==> src/rtl/alu_op_issuer_pkg.sv <==
// Shared encodings for the ALU op issuer: ALU_control codes, R-type funct
// codes, ALUOp codes and the issuer FSM state type.
package alu_op_issuer_pkg;

  // ALU_control codes understood by the registered 32-bit ALU
  localparam logic [3:0] CTL_AND = 4'b0000;
  localparam logic [3:0] CTL_OR  = 4'b0001;
  localparam logic [3:0] CTL_ADD = 4'b0010;
  localparam logic [3:0] CTL_SUB = 4'b0110;
  localparam logic [3:0] CTL_SLT = 4'b0111;
  localparam logic [3:0] CTL_NOR = 4'b1100;

  // R-type funct field values
  localparam logic [5:0] FUNCT_ADD = 6'b100000;
  localparam logic [5:0] FUNCT_SUB = 6'b100010;
  localparam logic [5:0] FUNCT_AND = 6'b100100;
  localparam logic [5:0] FUNCT_OR  = 6'b100101;
  localparam logic [5:0] FUNCT_NOR = 6'b100111;
  localparam logic [5:0] FUNCT_SLT = 6'b101010;

  // ALUOp values from the main decoder
  localparam logic [1:0] ALUOP_MEM   = 2'b00;
  localparam logic [1:0] ALUOP_BEQ   = 2'b01;
  localparam logic [1:0] ALUOP_RTYPE = 2'b10;
  localparam logic [1:0] ALUOP_RSVD  = 2'b11;

  // Issuer FSM states
  typedef enum logic [1:0] {
    ST_IDLE  = 2'd0,
    ST_ISSUE = 2'd1,
    ST_WAIT  = 2'd2,
    ST_HOLD  = 2'd3
  } state_t;

endpackage

==> src/rtl/alu_op_issuer_if.sv <==
// Upstream op handshake and downstream result handshake of the ALU op issuer.
// master = producer of ops / consumer of results, slave = the issuer.
interface alu_op_issuer_if #(
  parameter int DATA_W = 32
);
  logic              in_valid;
  logic              in_ready;
  logic [1:0]        in_aluop;
  logic [5:0]        in_funct;
  logic [DATA_W-1:0] in_src1;
  logic [DATA_W-1:0] in_src2;

  logic              out_valid;
  logic              out_ready;
  logic [DATA_W-1:0] out_result;
  logic              out_zero;
  logic              out_cout;
  logic              out_overflow;
  logic              out_illegal;

  modport master (
    output in_valid, in_aluop, in_funct, in_src1, in_src2, out_ready,
    input  in_ready, out_valid, out_result, out_zero, out_cout, out_overflow, out_illegal
  );

  modport slave (
    input  in_valid, in_aluop, in_funct, in_src1, in_src2, out_ready,
    output in_ready, out_valid, out_result, out_zero, out_cout, out_overflow, out_illegal
  );
endinterface

==> src/rtl/alu_op_issuer_ctrl_dec.sv <==
// Combinational ALU control decoder: (ALUOp, funct) -> ALU_control code,
// plus an illegal flag for reserved ALUOp or unknown R-type funct.
module alu_ctrl_dec
  import alu_op_issuer_pkg::*;
(
  input  logic [1:0] i_aluop,
  input  logic [5:0] i_funct,
  output logic [3:0] o_ctl,
  output logic       o_illegal
);

  // Map the instruction class (and funct for R-type) onto an ALU operation
  always_comb begin
    o_ctl     = CTL_AND;
    o_illegal = 1'b0;
    case (i_aluop)
      ALUOP_MEM: o_ctl = CTL_ADD;
      ALUOP_BEQ: o_ctl = CTL_SUB;
      ALUOP_RTYPE: begin
        case (i_funct)
          FUNCT_ADD: o_ctl = CTL_ADD;
          FUNCT_SUB: o_ctl = CTL_SUB;
          FUNCT_AND: o_ctl = CTL_AND;
          FUNCT_OR:  o_ctl = CTL_OR;
          FUNCT_NOR: o_ctl = CTL_NOR;
          FUNCT_SLT: o_ctl = CTL_SLT;
          default:   o_illegal = 1'b1;
        endcase
      end
      ALUOP_RSVD: o_illegal = 1'b1;
    endcase
  end

endmodule

==> src/rtl/alu_op_issuer.sv <==
// ALU op issuer: accepts decoded ops, drives the registered ALU, captures its
// result one cycle after issue and holds it until the downstream takes it.
module alu_op_issuer
  import alu_op_issuer_pkg::*;
#(
  parameter int DATA_W = 32,
  parameter int CNT_W  = 16
) (
  input  logic              clk,
  input  logic              rst,
  alu_op_issuer_if.slave    bus,
  output logic [3:0]        alu_control,
  output logic [DATA_W-1:0] alu_src1,
  output logic [DATA_W-1:0] alu_src2,
  input  logic [DATA_W-1:0] alu_result,
  input  logic              alu_zero,
  input  logic              alu_cout,
  input  logic              alu_overflow,
  output logic [CNT_W-1:0]  op_count
);

  state_t            r_state;
  logic [3:0]        r_ctl;
  logic [DATA_W-1:0] r_src1;
  logic [DATA_W-1:0] r_src2;
  logic              r_out_valid;
  logic [DATA_W-1:0] r_out_result;
  logic              r_out_zero;
  logic              r_out_cout;
  logic              r_out_overflow;
  logic              r_out_illegal;
  logic [CNT_W-1:0]  r_op_count;

  logic [3:0]        w_dec_ctl;
  logic              w_dec_illegal;
  logic              w_in_ready;
  logic              w_accept;
  logic              w_out_hs;

  alu_ctrl_dec u_dec (
    .i_aluop   (bus.in_aluop),
    .i_funct   (bus.in_funct),
    .o_ctl     (w_dec_ctl),
    .o_illegal (w_dec_illegal)
  );

  // Ready in IDLE, or in HOLD when the held result leaves this same cycle.
  // Gated by rst so the port reads 0 for the whole reset pulse.
  assign w_in_ready = ~rst & ((r_state == ST_IDLE) |
                              ((r_state == ST_HOLD) & bus.out_ready));
  assign w_accept   = bus.in_valid & w_in_ready;
  assign w_out_hs   = r_out_valid & bus.out_ready;

  assign bus.in_ready     = w_in_ready;
  assign bus.out_valid    = r_out_valid;
  assign bus.out_result   = r_out_result;
  assign bus.out_zero     = r_out_zero;
  assign bus.out_cout     = r_out_cout;
  assign bus.out_overflow = r_out_overflow;
  assign bus.out_illegal  = r_out_illegal;
  assign alu_control      = r_ctl;
  assign alu_src1         = r_src1;
  assign alu_src2         = r_src2;
  assign op_count         = r_op_count;

  // Issue FSM with op registers and result capture registers
  always_ff @(posedge clk or posedge rst) begin
    if (rst) begin
      r_state        <= ST_IDLE;
      r_ctl          <= 4'b0000;
      r_src1         <= '0;
      r_src2         <= '0;
      r_out_valid    <= 1'b0;
      r_out_result   <= '0;
      r_out_zero     <= 1'b0;
      r_out_cout     <= 1'b0;
      r_out_overflow <= 1'b0;
      r_out_illegal  <= 1'b0;
    end else if (w_accept) begin
      // Same handling whether accepted from IDLE or back-to-back from HOLD
      if (w_dec_illegal) begin
        // Illegal op bypasses the ALU; op registers keep the last legal op
        r_out_valid    <= 1'b1;
        r_out_result   <= '0;
        r_out_zero     <= 1'b0;
        r_out_cout     <= 1'b0;
        r_out_overflow <= 1'b0;
        r_out_illegal  <= 1'b1;
        r_state        <= ST_HOLD;
      end else begin
        r_ctl       <= w_dec_ctl;
        r_src1      <= bus.in_src1;
        r_src2      <= bus.in_src2;
        r_out_valid <= 1'b0;
        r_state     <= ST_ISSUE;
      end
    end else begin
      case (r_state)
        ST_ISSUE: r_state <= ST_WAIT;
        ST_WAIT: begin
          r_out_valid    <= 1'b1;
          r_out_result   <= alu_result;
          r_out_zero     <= alu_zero;
          r_out_cout     <= alu_cout;
          r_out_overflow <= alu_overflow;
          r_out_illegal  <= 1'b0;
          r_state        <= ST_HOLD;
        end
        ST_HOLD: begin
          if (bus.out_ready) begin
            r_out_valid <= 1'b0;
            r_state     <= ST_IDLE;
          end
        end
        default: r_state <= ST_IDLE;
      endcase
    end
  end

  // Saturating count of legal results taken by the downstream
  always_ff @(posedge clk or posedge rst) begin
    if (rst) begin
      r_op_count <= '0;
    end else if (w_out_hs && !r_out_illegal && (r_op_count != {CNT_W{1'b1}})) begin
      r_op_count <= r_op_count + CNT_W'(1);
    end
  end

endmodule

==> src/flat_wrapper.sv <==
// flat-port wrapper written by rule: the top's interface ports become plain ports
module alu_op_issuer_flat import alu_op_issuer_pkg::*;
#(
  parameter int DATA_W = 32,
  parameter int CNT_W  = 16
)
  (clk, rst, alu_control, alu_src1, alu_src2, alu_result, alu_zero, alu_cout, alu_overflow, op_count, bus_in_valid, bus_in_aluop, bus_in_funct, bus_in_src1, bus_in_src2, bus_out_ready, bus_in_ready, bus_out_valid, bus_out_result, bus_out_zero, bus_out_cout, bus_out_overflow, bus_out_illegal);
  alu_op_issuer_if #(.DATA_W(DATA_W)) bus_i ();
  input  logic clk;
  input  logic rst;
  output logic [3:0] alu_control;
  output logic [DATA_W-1:0] alu_src1;
  output logic [DATA_W-1:0] alu_src2;
  input  logic [DATA_W-1:0] alu_result;
  input  logic alu_zero;
  input  logic alu_cout;
  input  logic alu_overflow;
  output logic [CNT_W-1:0] op_count;
  input wire logic [$bits(bus_i.in_valid)-1:0] bus_in_valid;
  input wire logic [$bits(bus_i.in_aluop)-1:0] bus_in_aluop;
  input wire logic [$bits(bus_i.in_funct)-1:0] bus_in_funct;
  input wire logic [$bits(bus_i.in_src1)-1:0] bus_in_src1;
  input wire logic [$bits(bus_i.in_src2)-1:0] bus_in_src2;
  input wire logic [$bits(bus_i.out_ready)-1:0] bus_out_ready;
  output wire logic [$bits(bus_i.in_ready)-1:0] bus_in_ready;
  output wire logic [$bits(bus_i.out_valid)-1:0] bus_out_valid;
  output wire logic [$bits(bus_i.out_result)-1:0] bus_out_result;
  output wire logic [$bits(bus_i.out_zero)-1:0] bus_out_zero;
  output wire logic [$bits(bus_i.out_cout)-1:0] bus_out_cout;
  output wire logic [$bits(bus_i.out_overflow)-1:0] bus_out_overflow;
  output wire logic [$bits(bus_i.out_illegal)-1:0] bus_out_illegal;
  assign bus_i.in_valid = bus_in_valid;
  assign bus_i.in_aluop = bus_in_aluop;
  assign bus_i.in_funct = bus_in_funct;
  assign bus_i.in_src1 = bus_in_src1;
  assign bus_i.in_src2 = bus_in_src2;
  assign bus_i.out_ready = bus_out_ready;
  assign bus_in_ready = bus_i.in_ready;
  assign bus_out_valid = bus_i.out_valid;
  assign bus_out_result = bus_i.out_result;
  assign bus_out_zero = bus_i.out_zero;
  assign bus_out_cout = bus_i.out_cout;
  assign bus_out_overflow = bus_i.out_overflow;
  assign bus_out_illegal = bus_i.out_illegal;
  alu_op_issuer #(.DATA_W(DATA_W), .CNT_W(CNT_W)) u_core (.clk(clk), .rst(rst), .bus(bus_i), .alu_control(alu_control), .alu_src1(alu_src1), .alu_src2(alu_src2), .alu_result(alu_result), .alu_zero(alu_zero), .alu_cout(alu_cout), .alu_overflow(alu_overflow), .op_count(op_count));
endmodule
==> config.mk <==
export PLATFORM = sky130hd
export DESIGN_NAME = alu_op_issuer_flat
export DESIGN_NICKNAME = d
export VERILOG_FILES = /design/src/rtl/alu_op_issuer_pkg.sv /design/src/rtl/alu_op_issuer_if.sv /design/src/rtl/alu_op_issuer_ctrl_dec.sv /design/src/rtl/alu_op_issuer.sv /design/src/flat_wrapper.sv
export SDC_FILE = /design/constraint.sdc
export NUM_CORES = 1
export LEC_CHECK = 0
export CAP_MARGIN = 10
export CORE_ASPECT_RATIO = 1.75
export CORE_UTILIZATION = 47
export CTS_BUF_LIST = sky130_fd_sc_hd__clkbuf_8
export CTS_CLUSTER_DIAMETER = 120
export DETAILED_ROUTE_END_ITERATION = 10
export PLACE_DENSITY = 0.91
export SETUP_SLACK_MARGIN = 0.15
export SLEW_MARGIN = 20
export SYNTH_ARGS = -nofsm -noshare
export SYNTH_HDL_FRONTEND = slang
export SYNTH_SLANG_ARGS = --single-unit
==> constraint.sdc <==
create_clock -name clk -period 8 [get_ports clk]
set_input_delay 1.6 -clock clk [delete_from_list [all_inputs] [get_ports clk]]
set_output_delay 1.6 -clock clk [all_outputs]
set_load 0.03 [all_outputs]
Word level (Yosys, flattened, before mapping)
Index checks and enable logic that the tools add are counted.

Register bits: 123. Bits of input ports: 111. Output and inout port bits: 122. Word-level logic and storage cells: 70.

Add/subtract/negate cells: 1. Eq/ne operators: 15. Multiplexer cells: 25. Bitwise operators: 7. Reduce and logical (&&, ||, !) cells: 11.

Operators with widths (number): $mux 32 (3); $eq 6x6->1 const B (6); $pmux 4 s5 (1); $add 16x1->16 const B (1); $ne 16x16->1 const B (1); $mux 1 (14); $pmux 4 s3 (1); $eq 2x2->1 const B (4); $mux 2 (3); $pmux 2 s3 (1); $reduce_and 2->1 (3); $reduce_or 6->1 (1); $and 1x1->1 (4); $eq 2x1->1 const B (2); $logic_not 2->1 (2); $pmux 1 s2 (2); $ne 3x2->1 const B (1); $reduce_bool 3->1 (1); $logic_and 1x1->1 (2); $ne 2x2->1 const B (1); $not 1->1 (2); $reduce_bool 2->1 (1); $logic_not 1->1 (1); $or 1x1->1 (1).

Longest topological paths before layout
Word-level depth: 7. Depth in mapped cells: 8. Depth with buffers taken out: 6.

Hierarchy
Synthesis repeated with hierarchy kept, for this count alone.

Cell total of the unflattened synthesis: 337. Area, all modules: 4943.5 um2.

Modules (own cells, without submodules): alu_op_issuer (times used 1, cells each 319, area each 4805.9 um2, sequential area each 3078.0 um2); alu_ctrl_dec (times used 1, cells each 18, area each 137.6 um2, sequential area each 0.0 um2).

Worst setup path after synthesis
Ideal clock, no wire load.

Path type: input to output. From: in rst. To: out bus_in_ready. Arrival: 4.701 ns. Data required time: 6.400 ns. Setup slack: 1.699 ns. Stages: 2. Buffers on the path: 0. Cells stage by stage: inv_1 > and2_1.

Longest elaborated chain between the ends: 2.

RTL lines: start: declaration (line flat_wrapper.sv:10) `input logic rst;`; $not 1->1 (line alu_op_issuer.sv:49) `assign w_in_ready = ~rst & ((r_state == ST_IDLE) |`; $and 1x1->1 (line alu_op_issuer.sv:49); end: declaration (line flat_wrapper.sv:25) `output wire logic [$bits(bus_i.in_ready)-1:0] bus_in_ready;`.

No other way between the ends.

Worst setup path in the final report
Ends and elaborated chain as after synthesis.

==> impl_metrics.ini <==
[yosys]
synth_edf_count = 0
yosys.area_share.simple_pct = 5.89
synth_ff_type = dfrtp_1
synth_area_leaders = dfrtp_1 59%, mux2_4 19%, a22o_1 5.9%
synth-compound-area-share_pct = 10.0
synthCells = 348
yosysMostFrequentCell = dfrtp_1
synth_top_family_by_area = multiplexers
synthAdderAreaFrac_pct = 0.958
avgSynthCellArea_um2 = 15.0
synth_top_area_cell = dfrtp_1
synth-async-reset-ratio_pct = 100
yosys-top-cells-count = 123 x dfrtp_1, 67 x mux2_4, 35 x a22o_1
synth-xor-area-share_pct = 1.51
synth_area_um2 = 5220
synth.distinct_cells = 44
ys.warnings.count = 0
ys_seq_area_share_pct = 58.9
syn-num-nets = 463
synthMuxAreaShare_pct = 20.1
synth_top_area_share_pct = 58.9
synth_seq_cells = 123

[pwr]
p_leak_nw = 3.67
total_power_mw = 3.39
p_per_area_nw_per_um2 = 422
ir_drop_mv = 0.292

[grt]
gr-max-usage-layer = met2
met3_usage_pct = 7.33
met2_usage_pct = 43.1
first_global_vias = 4241
grt_pass1_wl_um = 21600
grt_util_met1_pct = 27.7
antenna_found_initial = 0
grt_usage_pct = 25.5
overflow = 0
grt_max_degree = 67

[cells_and_area]
drive_gt1_share_pct = 18.5
multiInputGateArea_um2 = 2030
antennaDiodeCount = 0
seq_area_um2 = 3080
final_nets = 704
area_growth_syn_to_layout_pct = 53.8
fillCellCount = 694

[critical_path]
r2r_start = u_core.r_state[1]
cp.required_ps = 6400
cpMostUsedCell = clkdlybuf4s50_1
crit_slowest_cell = clkdlybuf4s50_1
end_kind = output pin
max_stage_delay_ps = 660
cp-start-kind = input port
path_class = in2out
worstPathMaxFanout = 59
crit_path_start = rst
crit_chain = clkdlybuf4s50_1, inv_4, and2_1, clkdlybuf4s50_1
cp.arrival_ps = 3510
r2r_cells = 6

[floorplanning]
initial_utilization_pct = 48.5
die_w_um = 81.7
ios = 233
placeableCoreArea_um2 = 10800
dieArea_um2 = 11600
fp-row-count = 50
fp.dieH_um = 141

[clock_tree]
cts_setup_buffers = 0
cts_buffers = 17
clock-sinks = 123
clkTransAtPathRegs_ps = 60
root_buffer = clkbuf_8
ctsResizeCount = 0
h-tree-depth = 4
cts_tree = built
hold_buffers = 0
max-clock-path-buffers = 2
worstSkewPairLatency_ps = 430

[sta]
timing.fmax_ghz = 0.196
period_share_pct = 63.8
grt_setup_unrepaired = false
worst_pin_slew_ps = 960
skew_ps = 9.90
hold_ws_ps = 506
fin_tns_setup_ps = 0
drv_slew = 0
fin_crit_ps = 5110
hold_viol = 0
setup_viol = 0
slew-limit-headroom_pct = 36.0

[place]
hpwlAfterDp_um = 9980
gp_congestion = 0.814
io_buffer_count = 232

[detailed_routing]
avgRoutedWirePerCell_um = 19.3
drt-initial-drc-count = 119
ant_nets = 0
drc = 0
num_vias = 3915
vias_per_cell = 5.36
drtPass1Iterations = 4
wl_um = 14100

[min_path]
hold_class = reg2reg
min_from = u_core.bus.out_result[9]
whs_path_depth = 1

[flow_run]
maxCapViolations = 0

[run_status]
status = finished, final reports clean
cells in the final DEF, fill, tap and decap left out, types with 2 or more instances in the layout:
master / Yosys / final
clkdlybuf4s50_1: 0 / 232
dfrtp_1: 123 / 123
mux2_4: 67 / 67
a22o_1: 35 / 35
clkbuf_8: 0 / 20
nand2_1: 12 / 12
a21oi_1: 10 / 9
nor2_1: 9 / 9
o21ai_0: 6 / 6
nand4_1: 6 / 6
xnor2_1: 6 / 6
nand3_1: 5 / 5
inv_1: 5 / 4
nand2b_1: 4 / 4
ha_1: 4 / 4
clkinvlp_4: 0 / 4
buf_4: 0 / 4
a21boi_1: 3 / 3
xor2_1: 3 / 3
nor3_1: 3 / 3
and2b_1: 2 / 2
nand3b_1: 2 / 2
a41oi_1: 2 / 2
nor4_1: 2 / 2
mux2_2: 2 / 2
o211ai_1: 2 / 2
and2_1: 2 / 2
o31ai_1: 2 / 2
bufinv_16: 0 / 2
clkinv_2: 0 / 2
cell families (layout without fill, tap and decap cells):
| group | Yosys count | after routing |
|---|---|---|
| flip-flops | 123 | 123 |
| multiplexers | 71 | 71 |
| AND/OR/NAND/NOR | 55 | 55 |
| XOR/XNOR | 9 | 9 |
| AO/OA/AOI/OAI | 67 | 67 |
| buffers and inverters | 19 | 271 |
| adder cells (fa/ha/maj) | 4 | 4 |
registers in the layout (all words and copies together), names as in the netlist:
name / cells
u_core.bus.out_result: 32
u_core.r_state: 2
u_core.bus.out_cout: 1
u_core.bus.out_valid: 1
u_core.alu_src2: 32
u_core.op_count: 16
u_core.bus.out_illegal: 1
u_core.alu_control: 4
u_core.alu_src1: 32
u_core.bus.out_overflow: 1
u_core.bus.out_zero: 1
report_power, final:
part	switching, mW	internal, mW	total [mW]
clock	0.248	0.298	0.546
sequential	0.181	0.895	1.08
combinational	0.919	0.847	1.77
total	1.35	2.04	3.39
per-stage QoR:
stage / setup slack [ps] / instance area [um2] / utilization (%) / std cells
after global placement: 2870 / 7640 / 71.0 / 700
after floorplan: 1700 / 5220 / - / 348
final: 2890 / 8040 / 74.7 / 730
after global routing: 2710 / 8040 / 74.7 / 730
after detailed placement: 2850 / 7640 / 71.0 / 700
after CTS: 2850 / 8040 / 74.7 / 730
critical path: cells and delay by family:
family	cells	cell delay [ps]
buf+inv	3	1640
simple gates	1	220
routing by layer:
metal	routed length [um]	part of all wire, %
met5	0	0
met4	628	4.5
met3	873	6.2
met2	7430	53
met1	5150	37
worst paths after layout:
kind | slack, ps | to
max | 2890 | bus_in_ready
min | 510 | u_core.bus.out_result[9]
max reg2reg | 5210 | u_core.alu_src1[29]
min reg2reg | 510 | u_core.bus.out_result[9]
max in group asynchronous | 5010 | u_core.op_count[4]
min in group asynchronous | 1660 | u_core.bus.out_result[30]
cell type report:
cell class,count,area share [%]
flip-flops and latches,123,38.3
multi-input cells,206,25.2
clock inverters,10,1.46
repair buffers,236,29.3
inverters,5,0.265
well taps,130,2.02
clock buffers,20,3.43
No activity file was read; power rests on OpenSTA's default activity.
